### config.mk
export PLATFORM = sky130hd
export DESIGN_NAME = mm_job_arbiter
export DESIGN_NICKNAME = d
export VERILOG_FILES = /design/src/rtl/mm_pkg.sv /design/src/rtl/rr_arbiter.sv /design/src/rtl/mm_job_arbiter.sv
export SDC_FILE = /design/constraint.sdc
export NUM_CORES = 1
export LEC_CHECK = 0
export BUFFER_PORTS_ARGS = -buffer_cell sky130_fd_sc_hd__buf_2
export CAP_MARGIN = 30
export CORE_ASPECT_RATIO = 0.6
export CORE_MARGIN = 1.5
export CORE_UTILIZATION = 45
export DETAILED_ROUTE_END_ITERATION = 6
export PLACE_DENSITY = 0.68
export REMOVE_ABC_BUFFERS = 1
export SLEW_MARGIN = 20
export SYNTH_ARGS = -nofsm -noshare
export SYNTH_HDL_FRONTEND = slang
export SYNTH_SLANG_ARGS = --single-unit
### constraint.sdc
create_clock -name clk -period 5.2 [get_ports clk]
set_clock_uncertainty 0.1 [all_clocks]
set_input_delay 1.04 -clock clk [delete_from_list [all_inputs] [get_ports clk]]
set_output_delay 1.04 -clock clk [all_outputs]
set_load 0.03 [all_outputs]
### src/rtl/mm_pkg.sv
// Shared types and sizes for the matrix-multiply job arbiter.
package mm_pkg;
    localparam int BYTE_W       = 8;
    localparam int MM_IN_BYTES  = 18;
    localparam int MM_OUT_BYTES = 9;

    typedef enum logic [2:0] {
        S_IDLE,
        S_GRANT,
        S_LOAD,
        S_WAIT,
        S_DRAIN,
        S_ABORT,
        S_RELEASE
    } state_t;

    // A single client still needs a 1-bit pointer/index.
    function automatic int ptr_width(input int n);
        return (n > 1) ? $clog2(n) : 1;
    endfunction
endpackage

### src/rtl/rr_arbiter.sv
// Combinational round-robin pick: search starts at client (ptr+1) mod NUM_REQ.
module rr_arbiter #(
    parameter int NUM_REQ = 2,
    parameter int PTR_W   = 1
) (
    input  logic [NUM_REQ-1:0] i_req,
    input  logic [PTR_W-1:0]   i_ptr,
    output logic [NUM_REQ-1:0] o_win
);
    logic w_found;

    always_comb begin
        o_win   = '0;
        w_found = 1'b0;
        for (int i = 0; i < NUM_REQ; i++) begin
            for (int j = 0; j < NUM_REQ; j++) begin
                if (!w_found && i_req[j] && (j == ((int'(i_ptr) + 1 + i) % NUM_REQ))) begin
                    o_win[j] = 1'b1;
                    w_found  = 1'b1;
                end
            end
        end
    end
endmodule

### src/rtl/mm_job_arbiter.sv
// Time-shares one 3x3 matrix-multiply core between NUM_REQ clients, one job at a time.
// States: IDLE wait req | GRANT start pulse | LOAD stream operands | WAIT core latency
//         DRAIN return results | ABORT core hung | RELEASE job end, rotate pointer
module mm_job_arbiter
    import mm_pkg::*;
#(
    parameter int NUM_REQ     = 2,
    parameter int IN_BYTES    = MM_IN_BYTES,
    parameter int OUT_BYTES   = MM_OUT_BYTES,
    parameter int TIMEOUT_CYC = 255
) (
    input  logic                      clk,
    input  logic                      rst,
    input  logic [NUM_REQ-1:0]        req,
    output logic [NUM_REQ-1:0]        gnt,
    input  logic [BYTE_W*NUM_REQ-1:0] opnd_data,
    output logic [NUM_REQ-1:0]        opnd_rd,
    output logic [BYTE_W-1:0]         res_data,
    output logic [NUM_REQ-1:0]        res_valid,
    output logic [NUM_REQ-1:0]        job_done,
    output logic                      job_err,
    output logic                      mm_start,
    output logic                      mm_rst,
    output logic [BYTE_W-1:0]         mm_data_in,
    input  logic [BYTE_W-1:0]         mm_data_out,
    input  logic                      mm_done
);
    localparam int PTR_W = ptr_width(NUM_REQ);

    state_t              r_state;
    logic [PTR_W-1:0]    r_g;
    logic [PTR_W-1:0]    r_ptr;
    logic [4:0]          r_cnt;
    logic [3:0]          r_ocnt;
    logic [7:0]          r_tcnt;
    logic [NUM_REQ-1:0]  r_gnt;
    logic [NUM_REQ-1:0]  r_opnd_rd;
    logic [NUM_REQ-1:0]  r_res_valid;
    logic [NUM_REQ-1:0]  r_job_done;
    logic                r_job_err;
    logic                r_mm_start;
    logic                r_mm_rst;
    logic [BYTE_W-1:0]   r_mm_data_in;
    logic [BYTE_W-1:0]   r_res_data;

    logic [NUM_REQ-1:0]  w_win;
    logic [PTR_W-1:0]    w_win_idx;
    logic [BYTE_W-1:0]   w_opnd_byte;

    rr_arbiter #(
        .NUM_REQ (NUM_REQ),
        .PTR_W   (PTR_W)
    ) u_rr (
        .i_req   (req),
        .i_ptr   (r_ptr),
        .o_win   (w_win)
    );

    always_comb begin
        w_win_idx = '0;
        for (int j = 0; j < NUM_REQ; j++) begin
            if (w_win[j]) w_win_idx = PTR_W'(j);
        end
    end

    always_comb begin
        w_opnd_byte = '0;
        for (int j = 0; j < NUM_REQ; j++) begin
            if (r_g == PTR_W'(j)) w_opnd_byte = opnd_data[BYTE_W*j +: BYTE_W];
        end
    end

    // Pops run one cycle ahead of LOAD so byte k reaches the core at GRANT+1+k.
    always_ff @(posedge clk or posedge rst) begin
        if (rst) begin
            r_state      <= S_IDLE;
            r_g          <= '0;
            r_ptr        <= PTR_W'(NUM_REQ - 1);
            r_cnt        <= '0;
            r_ocnt       <= '0;
            r_tcnt       <= '0;
            r_gnt        <= '0;
            r_opnd_rd    <= '0;
            r_res_valid  <= '0;
            r_job_done   <= '0;
            r_job_err    <= 1'b0;
            r_mm_start   <= 1'b0;
            r_mm_rst     <= 1'b1;
            r_mm_data_in <= '0;
            r_res_data   <= '0;
        end else begin
            r_mm_start  <= 1'b0;
            r_mm_rst    <= 1'b0;
            r_res_valid <= '0;
            r_job_done  <= '0;
            r_job_err   <= 1'b0;
            case (r_state)
                S_IDLE: begin
                    if (|req) begin
                        r_g        <= w_win_idx;
                        r_gnt      <= w_win;
                        r_opnd_rd  <= w_win;
                        r_mm_start <= 1'b1;
                        r_state    <= S_GRANT;
                    end
                end
                S_GRANT: begin
                    r_cnt        <= '0;
                    r_ocnt       <= '0;
                    r_tcnt       <= '0;
                    r_mm_data_in <= w_opnd_byte;
                    r_state      <= S_LOAD;
                end
                S_LOAD: begin
                    r_cnt <= r_cnt + 5'd1;
                    if (r_cnt == 5'(IN_BYTES - 2)) r_opnd_rd <= '0;
                    if (r_cnt == 5'(IN_BYTES - 1)) begin
                        r_mm_data_in <= '0;
                        r_state      <= S_WAIT;
                    end else begin
                        r_mm_data_in <= w_opnd_byte;
                    end
                end
                S_WAIT: begin
                    r_tcnt <= r_tcnt + 8'd1;
                    if (mm_done) begin
                        r_res_data  <= mm_data_out;
                        r_res_valid <= r_gnt;
                        r_ocnt      <= 4'd1;
                        r_state     <= S_DRAIN;
                    end else if (r_tcnt == 8'(TIMEOUT_CYC - 1)) begin
                        r_mm_rst   <= 1'b1;
                        r_job_err  <= 1'b1;
                        r_job_done <= r_gnt;
                        r_state    <= S_ABORT;
                    end
                end
                S_DRAIN: begin
                    if (r_ocnt == 4'(OUT_BYTES)) begin
                        r_job_done <= r_gnt;
                        r_state    <= S_RELEASE;
                    end else if (mm_done) begin
                        r_res_data  <= mm_data_out;
                        r_res_valid <= r_gnt;
                        r_ocnt      <= r_ocnt + 4'd1;
                    end
                end
                S_ABORT: begin
                    r_gnt   <= '0;
                    r_state <= S_IDLE;
                end
                S_RELEASE: begin
                    r_gnt   <= '0;
                    r_ptr   <= r_g;
                    r_state <= S_IDLE;
                end
                default: r_state <= S_IDLE;
            endcase
        end
    end

    assign gnt        = r_gnt;
    assign opnd_rd    = r_opnd_rd;
    assign res_data   = r_res_data;
    assign res_valid  = r_res_valid;
    assign job_done   = r_job_done;
    assign job_err    = r_job_err;
    assign mm_start   = r_mm_start;
    assign mm_rst     = rst | r_mm_rst;
    assign mm_data_in = r_mm_data_in;
endmodule

Yosys cells after proc, flatten, opt, wreduce, memory -nomap -nowiden
Cells that the tools add are included.
- multiplexer cells: 41
- $add $sub $neg: 5
- div/mod/pow operators: 0
- multipliers: 0
- bitwise operators: 3
- shift operators: 0
- reductions and logical operators: 27
- magnitude comparators: 0
- equality and inequality tests: 20
- operators with widths (operator ; count):
    $logic_not 32->1 ; 2
    $pmux 8 s2 ; 3
    $add 32x2->32 const B ; 1
    $mux 8 ; 4
    $pmux 2 s2 ; 4
    $mux 3 ; 5
    $pmux 3 s5 ; 1
    $mux 2 ; 7
    $ne 2x2->1 const B ; 7
    $mux 1 ; 12
    $mux 4 ; 3
    $pmux 4 s3 ; 1
    $eq 5x5->1 const B ; 2
    $pmux 5 s2 ; 1
    $reduce_bool 2->1 ; 5
    $eq 3x3->1 const B ; 3
    $add 8x1->8 const B ; 1
    $eq 8x8->1 const B ; 1
    $reduce_and 4->1 ; 2
    $logic_and 1x1->1 ; 7
    $eq 3x2->1 const B ; 2
    $reduce_and 2->1 ; 3
    $add 5x1->5 const B ; 1
    $add 4x1->4 const B ; 1
    other kinds (13) ; 17
- ROM bits: 0
- latch bits: 0
- memory bits (writable): 0
- logic and storage cells: 111
- memories kept: 0
- register bits after elaboration: 49

Logic depth before layout (Yosys ltp)
- depth after elaboration: 19
- gate-level depth with buffers: 7
- gate-level depth less buffers: 5

Modules after synthesis
A second synthesis with hierarchy kept.
- cells, all modules: 265
- area, all modules: 2756.4 µm²
- by module, submodules not included (module ; seq. area each (µm²) ; times used ; cells each ; area an instance (µm²)):
    mm_job_arbiter ; 1228.7 ; 1 ; 262 ; 2737.6
    rr_arbiter ; 0.0 ; 1 ; 3 ; 18.8

Worst setup path before layout
OpenSTA, ideal clock, no wires.
- path type: input to output
- start: in rst
- end: out mm_rst
- stages: 1
- path slack: 2.672 ns
- data required time: 4.060 ns
- arrival time: 1.388 ns
- cell sequence: or2_2
- cells in the longest elaborated chain, start to end: 1
- RTL lines (element ; line ; source):
    start, declared ; mm_job_arbiter.sv:13 ; input logic rst,
    $or 1x1->1 ; mm_job_arbiter.sv:169 ; assign mm_rst = rst | r_mm_rst;
    end, declared ; mm_job_arbiter.sv:23 ; output logic mm_rst,
No other way between the ends.

Final worst setup path
Same ends and word-level chain as after synthesis.

==> impl_metrics.toml <==
[sta]
slew_headroom_pct = 49.5
finalSetupViolations = 0
hold_ws_ns = 0.389
finalHoldViolations = 0
slew_viol_final = 0
fmax_ghz = 0.367
rsz0062_at_grt = "false"
fin_crit_sh_pct = 52.4
tns_ns = 0
layout_min_cycle_time_ns = 2.72
worst_pin_slew_ns = 0.758

[layout]
area_growth_syn_to_layout_pct = 16.8
antenna_cells = 0
final_util_pct = 55.6
layout-drive-gt1-share_pct = 30.4
nNetsFinal = 305

[grt]
grt_pass1_wl_um = 8220
grt.total_usage_pct = 17.8
use_met2_pct = 23.4
grt_max_degree = 30
grtUsageMet1_pct = 28.8
first_global_vias = 1648
antenna_found_initial = 0
busiest_layer = "met1"
grt_overflow = 0
use_met3_pct = 4.91

[pwr]
seqPwrFrac_pct = 41.9
p_leak_uw = 0.00137
ir_worst_vdd_mv = 0.200
p_clk_share_pct = 13.7
p_switching_uw = 738
comb_power_share_pct = 44.3
switching_share_pct = 44.9
power_density_mw_per_mm2 = 573
p_int_uw = 905

[floorplanning]
core_mm2 = 0.00515
initial_core_util_pct = 47.6
ios = 56
row_count = 20
die_h_um = 60.2
dieArea_mm2 = 0.00592
die_x_um = 98.4

[setup_path]
crit_fanout = 2
worstSetupPathType = "primary input to output pin"
startpoint_type = "primary input"
arrival_ns = 1.58
worstPathRequired_ns = 4.06
end_kind = "output pin"

[clock_network]
clock-sinks = 49
insertion_delay_ns = 0.30
numCtsBuffers = 5
htreeDepth = 2
post_cts_resized = 0
cts_tree = "yes"
root_buffer = "clkbuf_8"
clock_path_buffers = 2
clk_pin_slew_ns = 0.09
cts_hold_buffers = 0
post-cts-setup-buffer-count = 0

[placement]
gp_congestion = 0.831
hpwlAfterDp_um = 3600
portBuffers = 55

[yosys]
synthArstFlopShare_pct = 100
seq_area_frac_synth_pct = 50.1
synth_edf_count = 0
ys_types = 60
yosys.area.top_type = "dfrtp_1"
synth_top_area_share_pct = 47.9
syn_avg_cell_area_um2 = 11.4
synth.yosys.warnings = 0
synth_area_leaders = "dfrtp_1 (48%), mux2i_1 (4.9%), ha_1 (3.6%)"
ys.flop_type = "dfrtp_1"
syn_inst = 216
ys_ff_latch = 49
synth_area_mm2 = 0.00245

[route]
dr_total_vias = 1820
avgRoutedWirePerCell_um = 14.9
first_pass_iters = 4
drc_errors = 0
drtIter0Drc = 48
vias_per_cell = 5.42
final_antenna_net_count = 0
totalWireLength_um = 5020

[flow_run]
cap_violations = 0

[min_path]
hp-class = "flop to flop"

[status]
status = "finished, final reports clean"
## cell families after synthesis
logic type / synth area share, %
AO/OA/AOI/OAI: 13.7
XOR/XNOR: 0.357
adder cells (fa/ha/maj): 3.57
AND/OR/NAND/NOR: 17.0
multiplexers: 10.6
buffers and inverters: 4.79
flip-flops: 50.1
## flip-flops by register name, indices dropped and copies added, names as in the netlist
name / count
r_ptr: 1
opnd_rd: 2
r_mm_rst: 1
r_g: 1
job_err: 1
r_state: 3
r_tcnt: 8
gnt: 2
job_done: 2
res_data: 8
r_cnt: 5
mm_start: 1
res_valid: 2
mm_data_in: 8
r_ocnt: 4
## cell type report
class,count,area [um2]
multi-input cells,142,1110
fillers,439,2290
inverters,15,56.3
well taps,66,82.6
clock inverters,2,15.0
repair buffers,56,303
clock buffers,6,72.6
flip-flops and latches,49,1230
## through the flow
stage	instances	power [uW]	cell area, um2	setup WS, ns
CTS	336	1650	2870	2.48
detailed placement	328	1430	2780	2.48
floorplan	206	1200	2390	2.67
global route	336	1760	2870	2.45
finish	336	1640	2870	2.48
global placement	327	1410	2750	2.48
## cell usage after synthesis, drive strengths merged, types with 2 or more instances
cell      n
dfrtp    47
inv      15
nand2    13
mux2     12
mux2i    12
nand3    12
o21ai     9
o2bb2ai   8
buf       7
ha        7
a21oi     5
nand2b    4
nor3b     4
o211ai    4
and2      3
clkbuf    3
nand4     3
nor2      3
o22ai     3
or2       3
or4       3
a21boi    2
a31oi     2
and3b     2
dfstp     2
nand4bb   2
nor4b     2
o311ai    2
or3       2
or3b      2
## cell usage in the layout (no fill, tap or decap), drive strengths merged, types with 5 or more instances in the layout
master / n
inv: 15
o21ai: 9
a21oi: 5
buf: 56
nand2: 13
dfrtp: 47
clkbuf: 6
nand3: 12
mux2: 12
mux2i: 12
o2bb2ai: 8
ha: 7
## worst max-delay path: stages
cell,delay [ns]
buf_2,0.11
or2_2,0.26
buf_2,0.18
## path summary, 6_finish.rpt
path	to	slack, ns	depth (start not counted)	startpoint
max	mm_rst	2.48	3	rst
min	res_data[4]	0.39	1	res_data[4]
max reg2reg	res_data[6]	2.73	3	r_state[1]
min reg2reg	res_data[4]	0.39	1	res_data[4]
max in group asynchronous	r_ptr	3.67	3	rst
min in group asynchronous	job_done[0]	0.72	2	rst
## layer usage
| layer | up-vias | wire, um |
|---|---|---|
| met1 | 872 | 2830 |
| met5 | - | 0 |
| met4 | 0 | 18 |
| met3 | 3 | 315 |
| met2 | 49 | 1860 |
| li1 | 896 | - |
## power by group through the flow
stage	clock [uW]	combinational (uW)	sequential, uW
after global placement	0	717	690
final	226	728	689
after floorplan	0	370	829
after global routing	247	794	718
after detailed placement	0	733	695
after CTS	230	734	687
(Power assumes the default switching activity.)
